--- config.mk ---
export PLATFORM = sky130hd
export DESIGN_NAME = ldpc_layer_sched
export DESIGN_NICKNAME = d
export VERILOG_FILES = /design/src/rtl/ldpc_layer_sched.sv
export SDC_FILE = /design/constraint.sdc
export NUM_CORES = 1
export LEC_CHECK = 0
export ABC_AREA = 1
export BUFFER_PORTS_ARGS = -buffer_cell sky130_fd_sc_hd__clkbuf_2
export CORE_ASPECT_RATIO = 0.7
export CORE_MARGIN = 5
export CORE_UTILIZATION = 25
export CTS_CLUSTER_DIAMETER = 40
export DETAILED_ROUTE_END_ITERATION = 10
export PLACE_DENSITY_LB_ADDON = 0.05
export SLEW_MARGIN = 20
export SYNTH_ARGS = -nofsm -noshare
export SYNTH_HDL_FRONTEND = slang
export SYNTH_SLANG_ARGS = --single-unit
--- constraint.sdc ---
create_clock -name clk -period 3.2 [get_ports clk]
set_input_delay 0.16 -clock clk [delete_from_list [all_inputs] [get_ports clk]]
set_output_delay 0.16 -clock clk [all_outputs]
set_load 0.02 [all_outputs]
--- src/rtl/ldpc_layer_sched.sv ---
// Layered LDPC decode sequencer: per layer read columns, drain, kick the CNU, wait, write back; iterate until syndrome clears or MAX_ITER runs out.
// Latency: 2*NUM_COLS+2+k cycles per layer (k = CNU wait cycles), plus one CHK cycle per iteration and one DONE cycle.
// Backpressure: CNU_WT stalls indefinitely on cnu_done; abort cancels from any busy state; start is only accepted while idle.
module ldpc_layer_sched #(
   parameter int NUM_LAYERS = 4,
   parameter int NUM_COLS   = 24,
   parameter int MAX_ITER   = 8,
   parameter int LW         = (NUM_LAYERS > 1) ? $clog2(NUM_LAYERS) : 1,
   parameter int CW         = (NUM_COLS   > 1) ? $clog2(NUM_COLS)   : 1,
   parameter int IW         = (MAX_ITER   > 1) ? $clog2(MAX_ITER)   : 1
) (
   input  logic          clk,
   input  logic          rst_n,
   input  logic          start,
   input  logic          abort,
   input  logic          cnu_done,
   input  logic          syn_ok,
   output logic          busy,
   output logic          mem_rd_en,
   output logic          en_q_compute,
   output logic          cnu_start,
   output logic          wr_en,
   output logic [CW-1:0] col_idx,
   output logic [LW-1:0] layer_idx,
   output logic [IW-1:0] iter_cnt,
   output logic          done,
   output logic          success
);

   typedef enum logic [2:0] {
      S_IDLE   = 3'd0,
      S_RD     = 3'd1,
      S_DRAIN  = 3'd2,
      S_CNU_ST = 3'd3,
      S_CNU_WT = 3'd4,
      S_WR     = 3'd5,
      S_CHK    = 3'd6,
      S_DONE   = 3'd7
   } state_t;

   localparam logic [CW-1:0] COL_LAST   = CW'(NUM_COLS - 1);
   localparam logic [LW-1:0] LAYER_LAST = LW'(NUM_LAYERS - 1);
   localparam logic [IW-1:0] ITER_LAST  = IW'(MAX_ITER - 1);

   state_t        state_q, state_d;
   logic [CW-1:0] col_idx_q, col_idx_d;
   logic [LW-1:0] layer_idx_q, layer_idx_d;
   logic [IW-1:0] iter_cnt_q, iter_cnt_d;
   logic          success_q, success_d;
   logic          busy_q, busy_d;
   logic          mem_rd_en_q, mem_rd_en_d;
   logic          en_q_compute_q, en_q_compute_d;
   logic          cnu_start_q, cnu_start_d;
   logic          wr_en_q, wr_en_d;
   logic          done_q, done_d;

   // Next-state and counter update; abort from a busy state overrides every other transition.
   always_comb begin
      state_d     = state_q;
      col_idx_d   = col_idx_q;
      layer_idx_d = layer_idx_q;
      iter_cnt_d  = iter_cnt_q;
      success_d   = success_q;

      if ((state_q != S_IDLE) && abort) begin
         state_d     = S_IDLE;
         col_idx_d   = '0;
         layer_idx_d = '0;
         iter_cnt_d  = '0;
         success_d   = 1'b0;
      end else begin
         case (state_q)
            S_IDLE: begin
               // start together with abort is treated as no request
               if (start && !abort) begin
                  state_d     = S_RD;
                  col_idx_d   = '0;
                  layer_idx_d = '0;
                  iter_cnt_d  = '0;
                  success_d   = 1'b0;
               end
            end
            S_RD: begin
               // column index parks on the last column through DRAIN and the CNU wait
               if (col_idx_q == COL_LAST) begin
                  state_d = S_DRAIN;
               end else begin
                  col_idx_d = col_idx_q + CW'(1);
               end
            end
            S_DRAIN: begin
               state_d = S_CNU_ST;
            end
            S_CNU_ST: begin
               // cnu_done here belongs to no request yet, so it is not looked at
               state_d = S_CNU_WT;
            end
            S_CNU_WT: begin
               if (cnu_done) begin
                  state_d   = S_WR;
                  col_idx_d = '0;
               end
            end
            S_WR: begin
               if (col_idx_q == COL_LAST) begin
                  if (layer_idx_q == LAYER_LAST) begin
                     state_d = S_CHK;
                  end else begin
                     state_d     = S_RD;
                     layer_idx_d = layer_idx_q + LW'(1);
                     col_idx_d   = '0;
                  end
               end else begin
                  col_idx_d = col_idx_q + CW'(1);
               end
            end
            S_CHK: begin
               if (syn_ok) begin
                  success_d = 1'b1;
                  state_d   = S_DONE;
               end else if (iter_cnt_q == ITER_LAST) begin
                  success_d = 1'b0;
                  state_d   = S_DONE;
               end else begin
                  state_d     = S_RD;
                  iter_cnt_d  = iter_cnt_q + IW'(1);
                  layer_idx_d = '0;
                  col_idx_d   = '0;
               end
            end
            S_DONE: begin
               state_d = S_IDLE;
            end
            default: begin
               state_d = S_IDLE;
            end
         endcase
      end
   end

   // Output strobes are decoded from the next state so they are registered yet line up with the state they describe.
   always_comb begin
      busy_d         = (state_d != S_IDLE);
      mem_rd_en_d    = (state_d == S_RD);
      cnu_start_d    = (state_d == S_CNU_ST);
      wr_en_d        = (state_d == S_WR);
      done_d         = (state_d == S_DONE);
      // one-cycle memory read latency: the q update sees data one cycle after the read strobe
      en_q_compute_d = mem_rd_en_q;
   end

   // State, counters and registered outputs; reset clears everything immediately.
   always_ff @(posedge clk or negedge rst_n) begin
      if (!rst_n) begin
         state_q        <= S_IDLE;
         col_idx_q      <= '0;
         layer_idx_q    <= '0;
         iter_cnt_q     <= '0;
         success_q      <= 1'b0;
         busy_q         <= 1'b0;
         mem_rd_en_q    <= 1'b0;
         en_q_compute_q <= 1'b0;
         cnu_start_q    <= 1'b0;
         wr_en_q        <= 1'b0;
         done_q         <= 1'b0;
      end else begin
         state_q        <= state_d;
         col_idx_q      <= col_idx_d;
         layer_idx_q    <= layer_idx_d;
         iter_cnt_q     <= iter_cnt_d;
         success_q      <= success_d;
         busy_q         <= busy_d;
         mem_rd_en_q    <= mem_rd_en_d;
         en_q_compute_q <= en_q_compute_d;
         cnu_start_q    <= cnu_start_d;
         wr_en_q        <= wr_en_d;
         done_q         <= done_d;
      end
   end

   assign busy         = busy_q;
   assign mem_rd_en    = mem_rd_en_q;
   assign en_q_compute = en_q_compute_q;
   assign cnu_start    = cnu_start_q;
   assign wr_en        = wr_en_q;
   assign col_idx      = col_idx_q;
   assign layer_idx    = layer_idx_q;
   assign iter_cnt     = iter_cnt_q;
   assign done         = done_q;
   assign success      = success_q;

`ifndef SYNTHESIS
   // The three memory/CNU strobes never overlap and counters stay within their terminal values.
   a_strobe_excl: assert property (@(posedge clk) disable iff (!rst_n)
      $onehot0({mem_rd_en_q, wr_en_q, cnu_start_q}));
   a_col_bound: assert property (@(posedge clk) disable iff (!rst_n)
      col_idx_q <= COL_LAST);
   a_layer_bound: assert property (@(posedge clk) disable iff (!rst_n)
      layer_idx_q <= LAYER_LAST);
   a_iter_bound: assert property (@(posedge clk) disable iff (!rst_n)
      iter_cnt_q <= ITER_LAST);
`endif

endmodule

== Word-level counts from Yosys, hierarchy flattened ==
Cells that the tools add are included.

* Bits in registers: 20
* Bits of input ports: 6
* Output and inout bits: 17
* Word-level logic and storage cells: 85

* Add/subtract/negate cells: 3
* Equality and inequality tests: 23
* Multiplexer cells: 35
* Reduce and logical (&&, ||, !) cells: 13

{| class="wikitable"
|+ Operators by type and width
! cell !! count
|-
| $mux W5 || 8
|-
| $mux W3 || 12
|-
| $pmux W5 S5 || 1
|-
| $pmux W3 S8 || 1
|-
| $eq A3 B3 Y1 const B || 7
|-
| $ne A3 B3 Y1 const B || 7
|-
| $mux W2 || 6
|-
| $eq A3 B2 Y1 const B || 3
|-
| $reduce_bool A3 Y1 || 3
|-
| $ne A4 B4 Y1 const B || 2
|-
| $reduce_and A7 Y1 || 1
|-
| $eq A3 B1 Y1 const B || 2
|-
| $pmux W2 S3 || 1
|-
| $pmux W3 S2 || 1
|-
| $reduce_and A6 Y1 || 1
|-
| $reduce_bool A6 Y1 || 1
|-
| $add A5 B1 Y5 const B || 1
|-
| $eq A5 B5 Y1 const B || 1
|-
| $mux W1 || 4
|-
| $reduce_and A4 Y1 || 1
|-
| $reduce_bool A4 Y1 || 1
|-
| $add A3 B1 Y3 const B || 1
|-
| $logic_not A3 Y1 || 1
|-
| $reduce_and A3 Y1 || 1
|-
| other kinds (5) || 6
|}

== Longest topological paths before layout ==
Gate-level depths: netlist of run 1.

* Depth in word-level cells: 6
* Depth in mapped cells: 11

== Worst setup path before layout of run 1 ==
Ideal clock, no wire load.

* Kind: register to register
* From: register iter_cnt_q[0], in the netlist iter_cnt[0]
* To: register col_idx_q[3], in the netlist col_idx[3]
* Library setup time: 118 ps
* Arrival: 1543 ps
* Required time: 3082 ps
* Setup slack: 1539 ps
* Stages on the path, launching flop included: 11
* Clock period less this slack: 1661 ps
* Cell sequence: dfrtp_1 ha_1 ha_1 nor2_1 nor2_1 nand2_2 nand2_2 nor2_4 nand2_2 nand2_1 nand2_1

* Word-level cells in the longest chain between the ends: 3

{| class="wikitable"
|+ Ends and longest elaborated chain
! what !! line !! RTL
|-
| start: declaration || 48 || <nowiki>logic [IW-1:0] iter_cnt_q, iter_cnt_d;</nowiki>
|-
| start signal: assignment || 170 || <nowiki>iter_cnt_q <= iter_cnt_d;</nowiki>
|-
| $eq A3 B3 Y1 || 121 || <nowiki>end else if (iter_cnt_q == ITER_LAST) begin</nowiki>
|-
| $ne A3 B3 Y1 (no line) || n/a ||
|-
| $reduce_and A7 Y1 (no line) || n/a ||
|-
| end signal: assignment || 168 || <nowiki>col_idx_q <= col_idx_d;</nowiki>
|-
| end: declaration || 46 || <nowiki>logic [CW-1:0] col_idx_q, col_idx_d;</nowiki>
|}

Every way passes these cells.
A chain may end at the register's enable or synchronous reset.

== Worst setup path after layout of run 1 ==
* From: register iter_cnt_q[0], in the netlist iter_cnt[0]
* To: register col_idx_q[0], in the netlist col_idx[0]

Same word-level chain as after synthesis.

==> results.md, run 1 <==
* Routed WL per cell at between 10 and 15 µm
* Crit path cell chain: ha_1 > ha_1 > nor2_1 > nor2_1 > nand2_2 > nand2_2 > nor2_4 > nand2_2 > nand2_1 > nand2_1
* Chip Height at around 67 µm
* Worst setup margin at 1330 ps
* Skew-Pair Late Insertion Delay at 270 ps
* Crit path launch type: register
* Worst setup EP type: register
* Crit path time final at 1870 ps
* Starting Density at 26.2%
* Post-Synthesis Cells at roughly 160
* DR pass1 iterations at 4
* Yosys top cell area share at between 40% and 50%
* Core footprint at about 4400 µm²
* Critical path fanouts, max at 5
* Largest delay contributor family on the critical path: simple AND/OR/NAND/NOR gates
* Slowest CP cell: dfrtp_1
* FF+latch count, synth at 20
* Largest net degree at the start of global routing at 21
* I/O pins at 23
* Global-route wire length before repair at approximately 5.0 mm
* Post-Syn Area at approximately 1100 µm²
* Total GRT Usage at about a tenth
* Post-route DRC at 0
* Placed cell area at approximately 1300 µm²
* Clock Root Buffer: clkbuf_8
* Synth area leader: dfrtp_1
* Number of global-route vias before repair at 1,047
* Cts hold-fix bufs at 1
* WP buf/inv at 0
* Die Area at slightly above 6000 µm²
* Slew headroom at around 64%
* Gpl congestion at between 0.7 and 0.8
* Via Count at around 1.1k
* Commonest non-fill, non-tap cell in the layout: nand2_1
* Status: finished clean
* P_leak at 0.818 nW
* Crit Path Class: reg -> reg
* CP required at between 3000 and 4000 ps
* Routed Antenna Nets at 0
* Final setup vio count at 0
* Worst-path clk slew at ~80 ps
* Most frequent cells in the layout: 47 x nand2_1, 22 x clkbuf_2, 21 x nand3_1
* Max Freq at roughly 0.54 GHz
* Post-cts resize count at 0
* Net Count, Synth at approximately 170
* M1 WL at approximately 1.6 mm
* HPWL after detailed placement at about 2.2 mm
* Routed met3 length at roughly 160 µm
* Final hold vios at 0
* Num CTS Buffers at 3
* Max-slew violation count at 0
* Setup TNS at 0 ps
* RSZ-0062 raised after global routing: no
* Worst Path Arrival at 2020 ps
* Longest Clk Path Bufs at 2
* CP max stage delay at about 420 ps
* PwrDens at between 600 and 700 nW/µm²
* YS warnings at 0
* Area contributors post-synth: dfrtp_1 44%, nand2_1 15%, nand3_1 9.2%
* Unique cell type count in the Yosys netlist at 17
* Min-Delay Path Class: in -> reg
* Sequential share of the synthesized area at between 40% and 50%
* Area added between synthesis and finish at 21.3%
* # H-tree levels at 1
* Final period util at 58.3%
* Final WL at approximately 2.9 mm
* Initial DRC Count at between 70 and 80
* Fin nets at 194
* Post-CTS setup buffer count at 0
* Dpl ws at approximately 1400 ps
* Std cell rows at 20
* Post-Syn Area per Cell at 7.35 µm²
* CTS sink count at 20
* Maxcap violations at 0
* # diodes at 0
* Design area at 1390 µm²
* DR top layer: met4
* Share of post-route cells with drive strength above 1 at 19.7%
* CTS tree: done
* Initial antenna violation count at 0
* I/O Buffers at 22
* Worst-Margin Slew at between 500 and 600 ps
* GRT overflow at 0
* Maximum resistive drop on vdd at ~0.00019 V
* Cell repeated most along the worst path: nand2_2
* Vias/cell at between 4 and 5
* Layout Skew at roughly 4.0 ps
* Met2 Routed Length at 1.13 mm
* Die Wd at 90.9 µm
==> layout make-up <==
| class | count | area [µm²] |
|---|---|---|
| multi-input cells | 114 | 563 |
| fillers | 492 | 2990 |
| inverters | 22 | 82.6 |
| repair buffers | 23 | 120 |
| well taps | 55 | 68.8 |
| flip-flops and latches | 20 | 500 |
| clock buffers | 4 | 55.1 |
==> synthesized netlist by cell type <==
master,count
nor2_1,19
nand3_2,1
nand4_1,5
o211ai_1,1
nand2_1,47
o21ai_0,7
inv_2,3
nand2_4,1
a21oi_4,1
inv_1,19
o21ai_1,2
nand2_2,3
nor2_4,1
ha_1,4
dfrtp_1,20
xor2_1,1
nand3_1,21
==> final timing paths <==
path / startpoint / slack (ps) / cells past startpoint / to
min in group asynchronous: rst_n / 400 / 2 / col_idx[2]$_DFFE_PN0P_
min reg2reg: mem_rd_en$_DFF_PN0_ / 380 / 0 / en_q_compute$_DFF_PN0_
max: iter_cnt[0]$_DFFE_PN0P_ / 1330 / 10 / col_idx[0]$_DFFE_PN0P_
max reg2reg: iter_cnt[0]$_DFFE_PN0P_ / 1330 / 10 / col_idx[0]$_DFFE_PN0P_
min: abort / 220 / 4 / col_idx[2]$_DFFE_PN0P_
max in group asynchronous: rst_n / 2440 / 2 / state_q[1]$_DFF_PN0_
==> per-layer routing <==
| metal | GRT usage [%] | vias up |
|---|---|---|
| li1 | - | 555 |
| met4 | 2.20 | 0 |
| met5 | 0 | - |
| met2 | 14.3 | 22 |
| met3 | 3.50 | 4 |
| met1 | 15.7 | 487 |
==> logic make-up (layout without fill, tap and decap cells) <==
kind of cell | Yosys count | in the layout | share of synthesized area [%]
AO/OA/AOI/OAI | 11 | 11 | 6.00
XOR/XNOR | 1 | 1 | 0.764
adder cells (fa/ha/maj) | 4 | 4 | 4.37
buffers and inverters | 22 | 49 | 7.21
flip-flops | 20 | 20 | 43.7
AND/OR/NAND/NOR | 98 | 98 | 38.0
==> stage by stage <==
| stage | power [W] | hold slack (ps) | std cells | util [%] |
|---|---|---|---|---|
| after global placement | 0.000764 | 170 | 233 | 30.3 |
| after detailed placement | 0.000759 | 185 | 233 | 30.3 |
| final | 0.000957 | 220 | 238 | 31.7 |
| after global routing | 0.00104 | 255 | 238 | 31.7 |
| after floorplan | 0.000639 | -136 | 156 | - |
| after CTS | 0.000971 | 224 | 238 | 31.7 |
==> tightest hold or removal path: cells and delay by family <==
family / cells / cell delay, ps
buf+inv: 1 / 130
simple gates: 3 / 170
==> where the power goes <==
part / switching, W / internal (W) / total (W)
Sequential: 0.0000412 / 0.000300 / 0.000341
Combinational: 0.000290 / 0.000120 / 0.000410
Clock: 0.0000953 / 0.000110 / 0.000205
Total: 0.000426 / 0.000530 / 0.000957
==> state kept, by name, summed over array words and instances, names as in the netlist, 2 cells and up <==
name / count
col_idx: 5
iter_cnt: 3
layer_idx: 2
state_q: 3
(Power assumes the default switching activity.)
==> inputs of run 2 (changes only) <==
clock period = 1.6 ns   (was 3.2 ns; I/O delays follow)
==> run 2 against run 1 <==
  * Via count increased by 6.9%
  * Routed wire length increased by 4.6%
  * Clock skew increased by 3.3 ps
  * Final cell count increased by 7.6%
  * Combinational power increased by 140%
  * Fmax increased by 23%
  * Design area increased by 16%
  * Worst setup slack got worse by 1200 ps
==> results.md, run 2 (synthesis gave the netlist of run 1 again) <==
* Final period util at around 95%
* Design area at roughly 1600 µm²
* Die Wd at roughly 91 µm
* Layout Skew at between 7 and 8 ps
* Logic pwr share at a little under half
* Area added between synthesis and finish at 40.2%
* Vias/cell at 4.46
* Register share of total power at around 30%
* # H-tree levels at 1
* # diodes at 0
* CP required at around 1800 ps
* Critical path fanouts, max at 5
* Routed WL per cell at 11.9 µm
* Worst-Margin Slew at roughly 530 ps
* Worst-path clk slew at ~80 ps
* Clock Power Share at a little under a quarter
* Fin nets at ~210
* P_leak at about 0.9 nW
* Max Freq at between 0.6 and 0.7 GHz
* Routed Antenna Nets at 0
* CTS tree: done
* Crit path launch type: register
* Commonest non-fill, non-tap cell in the layout: nand2_1
* Longest Clk Path Bufs at 2
* PwrDens at roughly 1300 nW/µm²
* Hold slack final at about 170 ps
* Sw power at between 0.0008 and 0.0009 W
* Placed cell area at ~1400 µm²
* Final setup vio count at 0
* GRT overflow at 0
* Min-Delay Path Class: in -> reg
* Worst setup EP type: register
* Largest register FFs at 5
* Gpl congestion at slightly below 0.8
* Sw Share at 40.9%
* Slew headroom at 64.4%
* Setup TNS at 0 ps
* Final hold vios at 0
* Power Total at around 0.0022 W
* Worst Path Arrival at approximately 1700 ps
* DR pass1 iterations at 4
* Crit Path Class: reg -> reg
* HPWL after detailed placement at ~2.3 mm
* Clock Root Buffer: clkbuf_8
* CTS sink count at 20
* Post-route DRC at 0
* Skew-Pair Late Insertion Delay at 270 ps
* Initial antenna violation count at 0
* Final WL at 3.05 mm
* Largest net degree at the start of global routing at 21
* Die Area at 6060 µm²
* Via Count at between 1k and 1.5k
* Global-route wire length before repair at a little over 5 mm
* Total GRT Usage at 10.7%
* Status: finished clean
* Number of global-route vias before repair at around 1.1k
* Num CTS Buffers at 3
* Max-slew violation count at 0
* Core footprint at around 4400 µm²
* Maxcap violations at 0
* Std cell rows at 20
* P_int at between 0.001 and 0.0015 W
* Crit path time final at 1510 ps
* I/O Buffers at 22
* Most frequent cells in the layout: 43 x nand2_1, 22 x clkbuf_2, 20 x nand3_1
* Maximum resistive drop on vdd at 0.000469 V
* Chip Height at roughly 67 µm
* Starting Density at a little over a quarter
* Initial DRC Count at 55
* I/O pins at 23
* Share of post-route cells with drive strength above 1 at between 30% and 40%
-- run 2: changes by cell type in the layout (fill, tap and decap cells not counted), moves of 2 or more --
cell and delta:
buf_4 +18, nand2_1 -4, nor2_1 -3, dfrtp_1 -2, dfrtp_2 +2, ha_1 -2
ha_4 +2, nand2_2 +2, nand2_4 +2, nor2_2 +2
-- run 2: timing repair --
item / in CTS / in global routing
pin swaps: 2 / 5
endpoints found under the setup margin: 6 / 15
hold buffers: 1 / 0
endpoints found under the hold margin: 20 / 0
gates resized for setup: 5 / 10
setup buffers: 2 / 6
-- run 2: cell type report --
cell class,instances,area (µm²)
Clock buffer,3,41.3
Clock inverter,1,30.0
Fill cell,474,2770
Inverter,22,82.6
Multi-Input combinational cell,114,626
Sequential cell,20,503
Tap cell,55,68.8
Timing Repair Buffer,41,255
-- run 2: metrics by stage --
stage	setup slack (ps)	utilization [%]	cells
2_1_floorplan	1.22	-	156
3_3_place_gp	-8.74	32.1	243
3_5_place_dp	-31.8	32.1	243
4_1_cts	12.4	34.8	250
5_1_grt	-11.1	36.7	256
6_report	85.2	36.7	256
-- run 2: per-layer routing --
layer | up-vias | GRT usage [%] | part of all wire, %
met5 | - | 0 | 0
met3 | 4 | 3.95 | 5.3
li1 | 588 | - | -
met2 | 22 | 14.8 | 41
met4 | 0 | 3.30 | 1.4
met1 | 528 | 15.1 | 52
-- run 2: power by group through the flow --
| stage | clock [W] | combinational, W | sequential, W |
|---|---|---|---|
| 2_1_floorplan | 0 | 0.000505 | 0.000772 |
| 3_3_place_gp | 0 | 0.000905 | 0.000675 |
| 3_5_place_dp | 0 | 0.000896 | 0.000674 |
| 4_1_cts | 0.000534 | 0.000907 | 0.000667 |
| 5_1_grt | 0.000562 | 0.00110 | 0.000679 |
| 6_report | 0.000518 | 0.000980 | 0.000670 |
-- run 2: critical path, cell delays in order (launching register included) --
cell,delay [ps]
dfrtp_2,430
ha_4,170
ha_4,160
nor2_4,90
nor2_2,60
nand2_2,80
nand2_4,60
nor2_4,160
nand2_4,90
nand2_1,60
nand2_1,60
-- run 2: final timing paths --
path / startpoint / to / slack, ps / depth (start not counted)
max: iter_cnt[0]$_DFFE_PN0P_ / col_idx[1]$_DFFE_PN0P_ / 90 / 10
max reg2reg: iter_cnt[0]$_DFFE_PN0P_ / col_idx[1]$_DFFE_PN0P_ / 90 / 10
min reg2reg: mem_rd_en$_DFF_PN0_ / en_q_compute$_DFF_PN0_ / 380 / 0
min in group asynchronous: rst_n / col_idx[1]$_DFFE_PN0P_ / 320 / 2
min: abort / col_idx[2]$_DFFE_PN0P_ / 170 / 4
max in group asynchronous: rst_n / iter_cnt[1]$_DFFE_PN0P_ / 890 / 2
==> inputs of run 3 (changes only) <==
==> constraint.sdc (replaced) <==
create_clock -name clk -period 1.6 [get_ports clk]
set_input_delay 0.16 -clock clk [delete_from_list [all_inputs] [get_ports clk]]
set_output_delay 0.16 -clock clk [all_outputs]
set_load 0.02 [all_outputs]
==> run 3 against run 2 <==
  * Register-to-register slack got worse by 20 ps
  * Clock power about the same
  * Highest routed layer unchanged
  * Design area decreased by 1.9%
  * Die area unchanged
  * Sequential share of layout area increased by 0.76 points
  * Combinational power decreased by 3.8%
  * Clock skew increased by 2.1 ps
  * Clock-buffer cell count unchanged
  * Non-clock buffer count decreased by 4
  * Power decreased by 1.5%
==> results.md, run 3 (synthesis gave the netlist of run 1 again) <==
* Status: finished clean
* Commonest non-fill, non-tap cell in the layout: nand2_1
* Post-route DRC at 0
* Met1 Resource Use GR at around 15%
* Dpl ws at -44.5 ps
* Total GRT Usage at 10.6%
* Skew-Pair Late Insertion Delay at about 270 ps
* Most frequent cells in the layout: 44 x nand2_1, 22 x clkbuf_2, 19 x nand3_1
* Initial antenna violation count at 0
* P_leak at between 0.8 and 0.9 nW
* Largest net degree at the start of global routing at 21
* Share of post-route cells with drive strength above 1 at about 32%
* Register area at 505 µm²
* CTS tree: done
* Die Wd at 90.9 µm
* Area added between synthesis and finish at 37.6%
* Max Freq at around 0.65 GHz
* Worst setup path start: iter_cnt[0]$_DFFE_PN0P_
* Die Area at a little over 6000 µm²
* Initial DRC Count at 45
* Number of global-route vias before repair at between 1k and 1.5k
* Met3 usage at between 4 and 5%
* Final hold vios at 0
* Min-Delay Path Class: in -> reg
* Global-route wire length before repair at 5.16 mm
* Crit path launch type: register
* I/O pins at 23
* Chip Height at 66.7 µm
* Slew headroom at about two thirds
* FF-to-FF path depth at 10
* Via Count at 1,137
* Critical path fanouts, max at 5
* Maxcap violations at 0
* Crit Path Class: reg -> reg
* GR Util met2 at between 15 and 20%
* Routed Antenna Nets at 0
* CP required at between 1500 and 2000 ps
* FILL cells at 473
* Clock Root Buffer: clkbuf_8
* Final period util at a little over nine tenths
* Worst setup EP type: register
* Placed cell area at approximately 1400 µm²
* # H-tree levels at 1
* Starting Density at a little over a quarter
* Largest register FFs at 5
* Maximum resistive drop on vdd at 0.000374 V
* Worst Min Path Start: abort
* Gpl congestion at about 0.78
* Routed WL per cell at about 12 µm
* Top Usage Layer GRT: met2
* PwrDens at about 1400 nW/µm²
* Std cell rows at 20
* Worst-Margin Slew at approximately 520 ps
* Final setup vio count at 0
* Crit path time final at 1540 ps
* Worst-path clk slew at ~80 ps
* Power Total at 0.00214 W
* I/O Buffers at 22
* Setup TNS at 0 ps
* Final WL at roughly 3 mm
* HPWL after detailed placement at between 2 and 2.5 mm
* Hold Crit Depth at 4
* Worst setup margin at 63.3 ps
* Core footprint at 4380 µm²
* Vias/cell at around 4.5
* RSZ-0062 raised after global routing: yes
* Longest Clk Path Bufs at 2
* Reg-to-Reg Start: iter_cnt[0]$_DFFE_PN0P_
* # diodes at 0
* Max-slew violation count at 0
* Worst Path Arrival at around 1800 ps
* CTS sink count at 20
* GRT overflow at 0
* Design area at ~1600 µm²
* Num CTS Buffers at 3
* Area of the multi-input gates at roughly 620 µm²
* Layout Skew at approximately 9.4 ps
* DR pass1 iterations at 4
* Fin nets at 208
-- run 3: layout make-up --
cell class,instances,share of cell area [%]
Inverter,22,5.40
Clock buffer,3,2.62
Multi-Input combinational cell,114,39.4
Timing Repair Buffer,37,14.3
Tap cell,55,4.37
Sequential cell,20,32.1
Clock inverter,1,1.90
-- run 3: metrics by stage --
| stage | hold WS (ps) | std cells | util [%] |
|---|---|---|---|
| 3_5_place_dp | 175 | 244 | 32.3 |
| 2_1_floorplan | -136 | 156 | - |
| 5_1_grt | 259 | 252 | 36.0 |
| 4_1_cts | 247 | 250 | 34.6 |
| 6_report | 245 | 252 | 36.0 |
| 3_3_place_gp | 167 | 244 | 32.3 |
-- run 3: repair_timing --
item	CTS	global route
endpoints found under the setup margin	5	14
buffers inserted	1	2
hold buffers	1	0
gates resized for setup	4	13
endpoints found under the hold margin	20	0
pin swaps	3	4
-- run 3: layer usage --
metal	part of all wire, %	up-vias	wire length [µm]
met5	0	-	0
met4	0.60	0	18
met3	6.3	5	187
met2	41	19	1210
met1	53	526	1570
li1	-	587	-
-- run 3: power breakdown --
part           internal (W)  switching (W)
registers          0.000602      0.0000721
clock network      0.000335       0.000184
logic              0.000319       0.000624
-- run 3: worst paths after layout --
kind                                                end  slack (ps)
worst max-delay path             col_idx[1]$_DFFE_PN0P_          60
worst min-delay path             col_idx[2]$_DFFE_PN0P_         240
worst max register to register   col_idx[1]$_DFFE_PN0P_          60
worst min register to register   en_q_compute$_DFF_PN0_         380
max in group asynchronous       iter_cnt[0]$_DFFE_PN0P_         820
min in group asynchronous        col_idx[1]$_DFFE_PN0P_         390
-- run 3: worst max-delay path, cell delays in order (launching register included) --
cell and delay, ps:
dfrtp_2 430, ha_4 170, ha_4 160, nor2_4 90, nor2_2 60, nand2_2 70
nand2_2 70, nor2_4 160, buf_4 130, nand3_1 60, nand2_1 90
